[src/rtl/muldiv_pkg.sv]
// Shared definitions for the iterative HI/LO multiply/divide unit.
package muldiv_pkg;

  localparam logic [1:0] OP_MULT  = 2'b00;
  localparam logic [1:0] OP_MULTU = 2'b01;
  localparam logic [1:0] OP_DIV   = 2'b10;
  localparam logic [1:0] OP_DIVU  = 2'b11;

  localparam logic [1:0] IDLE = 2'd0;
  localparam logic [1:0] CALC = 2'd1;
  localparam logic [1:0] FIX  = 2'd2;

  // Counter must hold values up to WIDTH
  function automatic int cnt_width(input int w);
    return $clog2(w + 1);
  endfunction

  localparam int CNT_W = cnt_width(32);

endpackage

[src/rtl/muldiv_sign_fix.sv]
// Conditional two's-complement negation: either two independent WIDTH-bit
// lanes, or one 2*WIDTH value formed by {hi_i, lo_i} (negated by neg_lo_i).
module muldiv_sign_fix #(
  parameter int WIDTH = 32
) (
  input  logic             wide_i,
  input  logic             neg_hi_i,
  input  logic             neg_lo_i,
  input  logic [WIDTH-1:0] hi_i,
  input  logic [WIDTH-1:0] lo_i,
  output logic [WIDTH-1:0] hi_o,
  output logic [WIDTH-1:0] lo_o
);

  logic [2*WIDTH-1:0] wide_val;

  always_comb begin
    wide_val = {hi_i, lo_i};
    if (wide_i) begin
      if (neg_lo_i) wide_val = -wide_val;
      hi_o = wide_val[2*WIDTH-1:WIDTH];
      lo_o = wide_val[WIDTH-1:0];
    end else begin
      hi_o = neg_hi_i ? -hi_i : hi_i;
      lo_o = neg_lo_i ? -lo_i : lo_i;
    end
  end

endmodule

[src/rtl/muldiv_unit.sv]
// Iterative radix-2 MULT/MULTU/DIV/DIVU unit owning HI/LO, with pipeline
// stall generation while an operation is in flight.
module muldiv_unit
  import muldiv_pkg::*;
#(
  parameter int WIDTH = 32
) (
  input  logic             clk_i,
  input  logic             rst_i,
  input  logic             flush_i,
  input  logic             start_i,
  input  logic [1:0]       op_i,
  input  logic [WIDTH-1:0] src_a_i,
  input  logic [WIDTH-1:0] src_b_i,
  input  logic             hilo_rd_i,
  input  logic             hi_we_i,
  input  logic             lo_we_i,
  input  logic [WIDTH-1:0] wdata_i,
  output logic [WIDTH-1:0] hi_o,
  output logic [WIDTH-1:0] lo_o,
  output logic             busy_o,
  output logic             done_o,
  output logic             stall_o
);

  localparam int CW = cnt_width(WIDTH);

  logic [1:0]         state_q, state_d;
  logic [1:0]         op_q, op_d;
  logic [CW-1:0]      cnt_q, cnt_d;
  logic               sign_a_q, sign_a_d;
  logic               sign_b_q, sign_b_d;
  logic [WIDTH-1:0]   a_q, a_d;
  logic [WIDTH-1:0]   b_q, b_d;
  logic [2*WIDTH-1:0] acc_q, acc_d;
  logic [WIDTH:0]     rem_q, rem_d;
  logic [WIDTH-1:0]   hi_q, hi_d;
  logic [WIDTH-1:0]   lo_q, lo_d;
  logic               done_q, done_d;

  logic               in_signed;
  logic               in_neg_a;
  logic               in_neg_b;
  logic [WIDTH-1:0]   mag_a;
  logic [WIDTH-1:0]   mag_b;

  logic               is_mul_q;
  logic               signed_q;
  logic               div_by_zero;
  logic               res_neg_hi;
  logic               res_neg_lo;
  logic [WIDTH-1:0]   res_hi_in;
  logic [WIDTH-1:0]   res_hi;
  logic [WIDTH-1:0]   res_lo;

  logic [WIDTH:0]     mul_sum;
  logic [WIDTH+1:0]   rem_shift;
  logic [WIDTH+1:0]   rem_diff;

  assign in_signed = ~op_i[0];
  assign in_neg_a  = in_signed & src_a_i[WIDTH-1];
  assign in_neg_b  = in_signed & src_b_i[WIDTH-1];

  muldiv_sign_fix #(.WIDTH(WIDTH)) u_operand_fix (
    .wide_i   (1'b0),
    .neg_hi_i (in_neg_a),
    .neg_lo_i (in_neg_b),
    .hi_i     (src_a_i),
    .lo_i     (src_b_i),
    .hi_o     (mag_a),
    .lo_o     (mag_b)
  );

  // A zero divisor leaves quotient all ones; only the remainder keeps the
  // dividend sign, which reproduces the original dividend in HI.
  assign is_mul_q    = ~op_q[1];
  assign signed_q    = ~op_q[0];
  assign div_by_zero = (b_q == '0);
  assign res_neg_hi  = signed_q & sign_a_q;
  assign res_neg_lo  = signed_q & (sign_a_q ^ sign_b_q) & (is_mul_q | ~div_by_zero);
  assign res_hi_in   = is_mul_q ? acc_q[2*WIDTH-1:WIDTH] : rem_q[WIDTH-1:0];

  muldiv_sign_fix #(.WIDTH(WIDTH)) u_result_fix (
    .wide_i   (is_mul_q),
    .neg_hi_i (res_neg_hi),
    .neg_lo_i (res_neg_lo),
    .hi_i     (res_hi_in),
    .lo_i     (acc_q[WIDTH-1:0]),
    .hi_o     (res_hi),
    .lo_o     (res_lo)
  );

  assign mul_sum   = {1'b0, acc_q[2*WIDTH-1:WIDTH]} + (acc_q[0] ? {1'b0, a_q} : '0);
  assign rem_shift = {rem_q, acc_q[WIDTH-1]};
  assign rem_diff  = rem_shift - {2'b00, b_q};

  always_comb begin
    state_d  = state_q;
    op_d     = op_q;
    cnt_d    = cnt_q;
    sign_a_d = sign_a_q;
    sign_b_d = sign_b_q;
    a_d      = a_q;
    b_d      = b_q;
    acc_d    = acc_q;
    rem_d    = rem_q;
    hi_d     = hi_q;
    lo_d     = lo_q;
    done_d   = 1'b0;
    case (state_q)
      IDLE: begin
        if (!flush_i) begin
          if (start_i) begin
            state_d  = CALC;
            op_d     = op_i;
            cnt_d    = '0;
            sign_a_d = in_neg_a;
            sign_b_d = in_neg_b;
            a_d      = mag_a;
            b_d      = mag_b;
            acc_d    = op_i[1] ? {{WIDTH{1'b0}}, mag_a} : {{WIDTH{1'b0}}, mag_b};
            rem_d    = '0;
          end else begin
            if (hi_we_i) hi_d = wdata_i;
            if (lo_we_i) lo_d = wdata_i;
          end
        end
      end
      CALC: begin
        if (flush_i) begin
          state_d = IDLE;
        end else begin
          if (is_mul_q) begin
            acc_d = {mul_sum, acc_q[WIDTH-1:1]};
          end else if (!rem_diff[WIDTH+1]) begin
            rem_d = rem_diff[WIDTH:0];
            acc_d = {acc_q[2*WIDTH-1:WIDTH], acc_q[WIDTH-2:0], 1'b1};
          end else begin
            rem_d = rem_shift[WIDTH:0];
            acc_d = {acc_q[2*WIDTH-1:WIDTH], acc_q[WIDTH-2:0], 1'b0};
          end
          cnt_d = cnt_q + CW'(1);
          if (cnt_q == CW'(WIDTH - 1)) state_d = FIX;
        end
      end
      FIX: begin
        state_d = IDLE;
        if (!flush_i) begin
          hi_d   = res_hi;
          lo_d   = res_lo;
          done_d = 1'b1;
        end
      end
      default: state_d = IDLE;
    endcase
  end

  always_ff @(posedge clk_i or posedge rst_i) begin
    if (rst_i) begin
      state_q  <= IDLE;
      op_q     <= '0;
      cnt_q    <= '0;
      sign_a_q <= 1'b0;
      sign_b_q <= 1'b0;
      a_q      <= '0;
      b_q      <= '0;
      acc_q    <= '0;
      rem_q    <= '0;
      hi_q     <= '0;
      lo_q     <= '0;
      done_q   <= 1'b0;
    end else begin
      state_q  <= state_d;
      op_q     <= op_d;
      cnt_q    <= cnt_d;
      sign_a_q <= sign_a_d;
      sign_b_q <= sign_b_d;
      a_q      <= a_d;
      b_q      <= b_d;
      acc_q    <= acc_d;
      rem_q    <= rem_d;
      hi_q     <= hi_d;
      lo_q     <= lo_d;
      done_q   <= done_d;
    end
  end

  assign hi_o    = hi_q;
  assign lo_o    = lo_q;
  assign done_o  = done_q;
  assign busy_o  = (state_q != IDLE);
  assign stall_o = busy_o & (start_i | hilo_rd_i | hi_we_i | lo_we_i);

endmodule

[config.mk]
export PLATFORM = sky130hd
export DESIGN_NAME = muldiv_unit
export DESIGN_NICKNAME = d
export VERILOG_FILES = /design/src/rtl/muldiv_pkg.sv /design/src/rtl/muldiv_sign_fix.sv /design/src/rtl/muldiv_unit.sv
export SDC_FILE = /design/constraint.sdc
export NUM_CORES = 1
export LEC_CHECK = 0
export CORE_UTILIZATION = 60
export DETAILED_ROUTE_END_ITERATION = 16
export GPL_TIMING_DRIVEN = 0
export PLACE_DENSITY = 0.82
export SLEW_MARGIN = 20
export SYNTH_ARGS = -nofsm -noshare
export SYNTH_HDL_FRONTEND = slang
export SYNTH_SLANG_ARGS = --single-unit
[constraint.sdc]
create_clock -name clk_i -period 13.55 [get_ports clk_i]
set_input_delay 2.71 -clock clk_i [delete_from_list [all_inputs] [get_ports clk_i]]
set_output_delay 2.71 -clock clk_i [all_outputs]
set_load 0.1 [all_outputs]
==> results.cfg, run 1 <==
[setup_path]
required_ns = 10.84
ff2ff_setup_slack_ns = 7.21
cpMostUsedCell = clkdlybuf4s50_1
r2r-start = op_q[1]
slowest_stage = clkdlybuf4s50_1
endpoint_kind = primary output
worst-setup-path-type = in2out
crit_start = start_i
slowest_delay_ns = 0.98
arrival_ns = 4.74
r2r_cells = 15
r2r-end = hi_o[22]
crit_path_start_kind = input pin
path_cells = clkdlybuf4s50_1, o41a_1, clkdlybuf4s50_1
cp_max_fo = 5

[grt]
grt_max_degree = 101
grt_pass1_vias = 17500
grt_usage_pct = 44.5
grt_pass1_wl_mm = 104
antenna_found_initial = 0
overflow = 0

[sta]
relSlewSlack_pct = 27.3
hold_violations = 0
rsz0062_at_grt = false
fin_crit_sh_pct = 55.0
maxSlewViolCount = 0
fin_setup_tns_ns = 0
finClkSkew_ns = 0.0268
fmax_ghz = 0.134
setup-violations-final = 0
worst_slew_pin_slew_ns = 1.08
fin_crit_ns = 7.45

[placed_design]
portBuffers = 170
post-dp-hpwl_mm = 53.8
gp_congestion = 1.04
dpl_cell_area_um2 = 20200

[clocking]
clockBufferDepth = 3
clkTransAtPathRegs_ns = 0.06
root_buffer = clkbuf_16
ctsHoldBuffers = 0
clock-sinks = 238
htreeDepth = 1
post-cts-setup-buffer-count = 0
cts_tree = built
cts_inserted_buffers = 27
cts_resized = 0
clkLatencyLatePin_ns = 0.58

[routing]
wirelength_mm = 68.4
vias = 19000
routed_via_density = 6.71
drt-initial-drc-count = 2482
wire_per_inst_um = 24.2
drt_pass1_iterations = 6
route.detailed.drc = 0
ant_nets = 0

[floorplan]
die_x_um = 175
core-area_um2 = 29100
dieArea_um2 = 30600
start_util_pct = 61.8
num_io_pins = 172
die_y_um = 175
core.rowCount = 62

[synthesis]
synth_top_cell_area_share_pct = 33.1
syn_area_per_cell_um2 = 8.10
async_flop_share_pct = 100
synth_seq_cells = 238
yosys.area.top_type = dfrtp_1
ys_warn_count = 0
yosysMostFrequentCell = nand2_1
syn_inst = 2219
ys_types = 76
synthFlopType = dfrtp_1
synth-edff-count = 0
synthesis.area_um2 = 18000
ys_seq_area_share_pct = 33.1
synth_commonest_cells = nand2_1 (291), o21ai_0 (274), dfrtp_1 (238)
ys_top_cells_by_area = dfrtp_1 (33%), o21ai_0 (7.6%), nand2_1 (6.1%)
syn_nets = 2395

[status]
status = finished, final reports clean

[final_layout]
multiInputGateArea_um2 = 11300
layout-drive-gt1-share_pct = 4.26
fin_nets = 2596
stdcell_area_um2 = 21200
fillers = 2273
syn2layout_area_growth_pct = 18.2
regArea_um2 = 5960

[power]
max-vdd-ir-drop_mv = 0.0930
total_power_mw = 3.20
power_leakage_nw = 8.83
powerDensity_nw_per_um2 = 151

[run]
drv_cap = 0

[worst_hold_path]
holdCritStartpoint = hi_o[27]
holdPathStages = 2
hp-class = reg2reg
holdPathEnd = hi_o[27]
==> critical path, delay by kind of cell <==
family / cells / cell delay [ns]
AOI/OAI and AO/OA: 1 / 0.48
buffers and inverters: 2 / 1.55
==> worst max-delay path by stage <==
stage	to	slack (ns)	cells past startpoint
floorplan	a_q[0]	4.31	1
global placement	rem_q[21]	1.30	2
detailed placement	stall_o	6.14	3
CTS	stall_o	6.13	3
global route	stall_o	6.10	3
finish	stall_o	6.10	3
==> where the power goes <==
part / internal [mW] / switching, mW / leakage, nW
sequential: 0.830 / 0.166 / 3.02
clock: 0.510 / 0.327 / 0.484
combinational: 0.427 / 0.936 / 5.32
==> cells in the final DEF, fill, tap and decap left out, drive strengths merged, types with 42 or more instances in the layout <==
cell type / n
nand2: 291
o21ai: 280
dfrtp: 238
clkdlybuf4s50: 170
nor2: 160
a21oi: 153
clkbuf: 146
mux2i: 101
xnor2: 89
xor2: 82
ha: 69
inv: 65
nor3: 53
o31ai: 42
==> per-layer routing <==
metal	track usage (%)	vias up	share of wire, %
li1	-	8411	-
met4	24.7	0	6.8
met1	60.6	8897	38
met5	0	-	0
met3	8.38	240	13
met2	66.9	1407	42
==> sequential cells by signal, summed over array words and instances, names as in the netlist <==
name / cells
rem_q: 33
sign_b_q: 1
lo_o: 32
sign_a_q: 1
b_q: 32
hi_o: 32
acc_q: 64
op_q: 2
done_o: 1
cnt_q: 6
state_q: 2
a_q: 32
==> stage by stage <==
stage	utilization [%]	hold slack [ns]	instances	setup slack [ns]
2_1_floorplan	-	0.442	2219	4.31
3_3_place_gp	69.3	0.453	2773	1.30
3_5_place_dp	69.5	0.462	2775	6.14
4_1_cts	72.9	0.477	2825	6.13
5_1_grt	73.0	0.507	2825	6.10
6_report	73.0	0.474	2826	6.10
==> area by class of cell <==
cell class                      instances  share of cell area, %
Clock inverter                         15                   1.20
Buffer                                131                   2.39
Inverter                               64                   1.17
Tap cell                              384                   2.26
Timing Repair Buffer                  172                   8.27
Multi-Input combinational cell       1786                   53.1
Antenna cell                            1                 0.0118
Clock buffer                           35                   3.56
Sequential cell                       238                   28.0
==> cells by family after synthesis <==
family | synth area share (%)
buffers and inverters | 4.16
muxes | 6.63
DFF | 33.1
AOI/OAI and AO/OA | 22.5
xor gates and xnor gates | 8.34
and+or+nand+nor | 20.2
adders and majority gates | 5.03
Power figures use the tool's default switching activity.
==> run 2: changes to the inputs <==
- CORE_UTILIZATION: 60 -> 59
- PLACE_DENSITY: 0.82 -> 0.81
- clock period: 13.55 -> 7.6 ns (I/O delays scaled with it)
==> results.cfg, run 2 (synthesis gave the netlist of run 1 again) <==
[routing]
drt_pass1_iterations = 6
route.detailed.drc = 0
drt-initial-drc-count = 2422
ant_nets = 0
vias = 18600
wire_per_inst_um = 23.6
routed_via_density = 6.57
wirelength_mm = 66.9

[setup_path]
endpoint_kind = register
required_ns = 8.07
cp_max_fo = 10
slowest_stage = nor3_1
worst-path-buf-inv = 6
arrival_ns = 6.85
worst-setup-path-type = reg2reg
path_cells = clkbuf_1, clkbuf_1, buf_1, buf_2, buf_1, clkbuf_1, mux2i_1, ha_1, o221ai_1, nor3_1, a21oi_1, o21ai_0, xor2_1, a21oi_1, o21ai_0
crit_path_start_kind = register
slowest_delay_ns = 0.90
critPathTopFamily = buffers and inverters
cpMostUsedCell = clkbuf_1

[sta]
maxSlewViolCount = 0
hold_violations = 0
setup-violations-final = 0
fmax_ghz = 0.157
fin_crit_sh_pct = 83.9
finClkSkew_ns = 0.0289
fin_setup_tns_ns = 0
relSlewSlack_pct = 18.9
fin_crit_ns = 6.38
rsz0062_at_grt = false
timing.hold.ws_ns = 0.473
setup_slack_ns = 1.22
worst_slew_pin_slew_ns = 1.21

[power]
max-vdd-ir-drop_mv = 0.282
power_leakage_nw = 8.88
powerDensity_nw_per_um2 = 268
total_power_mw = 5.71

[placed_design]
dpl_cell_area_um2 = 20300
dp_cells = 2786
gp_congestion = 1.07
pre_cts_slack_ns = 1.53
portBuffers = 170
post-dp-hpwl_mm = 53.4

[clocking]
post-cts-setup-buffer-count = 0
clkLatencyLatePin_ns = 0.57
clock-sinks = 238
clkTransAtPathRegs_ns = 0.06
ctsHoldBuffers = 0
cts_tree = built
htreeDepth = 1
cts_resized = 0
clockBufferDepth = 3
root_buffer = clkbuf_16
cts_inserted_buffers = 28

[run]
drv_cap = 0

[final_layout]
largest_reg_flops = 64
stdcell_area_um2 = 21300
largest_registers = acc_q: 64 flops, rem_q: 33 flops
final_cell_mix = nand2_1 (291), o21ai_0 (274), dfrtp_1 (238)
regArea_um2 = 5960
layout_commonest_cell = nand2_1
syn2layout_area_growth_pct = 18.7
regMostFlops = acc_q
fin_nets = 2602
antennaDiodeCount = 0
multiInputGateArea_um2 = 11300
postLayoutCoreUtil_pct = 71.6
layout-drive-gt1-share_pct = 4.42
fillers = 2405
stdcell_count = 2836

[grt]
antenna_found_initial = 0
grt_pass1_wl_mm = 101
grt_usage_pct = 43.1
overflow = 0
grt_max_degree = 36
grt_pass1_vias = 17500

[floorplan]
core.rowCount = 63
num_io_pins = 172
die_x_um = 177
start_util_pct = 60.3
dieArea_um2 = 31200
core-area_um2 = 29800
die_y_um = 177

[worst_hold_path]
hp-class = reg2reg

[status]
status = finished, final reports clean
[run 2: area by class of cell]
class / instances / area share, %
Sequential cell: 238 / 27.9
Buffer: 131 / 2.38
Clock buffer: 37 / 3.78
Clock inverter: 13 / 1.03
Multi-Input combinational cell: 1786 / 52.8
Timing Repair Buffer: 177 / 8.63
Tap cell: 390 / 2.29
Inverter: 64 / 1.14
[run 2: final timing paths]
check,startpoint,end,slack [ns],depth (start not counted)
setup / recovery,op_q[1],hi_o[22],1.22,15
hold / removal,hi_o[12],hi_o[12],0.47,2
setup reg to reg,op_q[1],hi_o[22],1.22,15
hold reg to reg,hi_o[12],hi_o[12],0.47,2
max in group asynchronous,rst_i,b_q[9],4.89,6
min in group asynchronous,rst_i,lo_o[9],1.40,2
[run 2: where the power goes]
group / total (mW) / internal (mW) / switching (mW)
clock network: 1.50 / 0.943 / 0.557
registers: 1.79 / 1.48 / 0.306
logic: 2.42 / 0.766 / 1.66
total: 5.71 / 3.19 / 2.52
[run 2: worst min-delay path: cells and delay by family (launching register included)]
family,cells,cell delay [ns]
AO/OA/AOI/OAI,1,0.05
flip-flops,1,0.34
AND/OR/NAND/NOR,1,0.05
[run 2: layer usage]
metal	track usage, %	part of all wire (%)	up-vias
li1	-	-	8420
met5	0	0	-
met2	64.3	42	1252
met1	57.1	39	8759
met4	27.5	7.3	0
met3	8.48	11	215
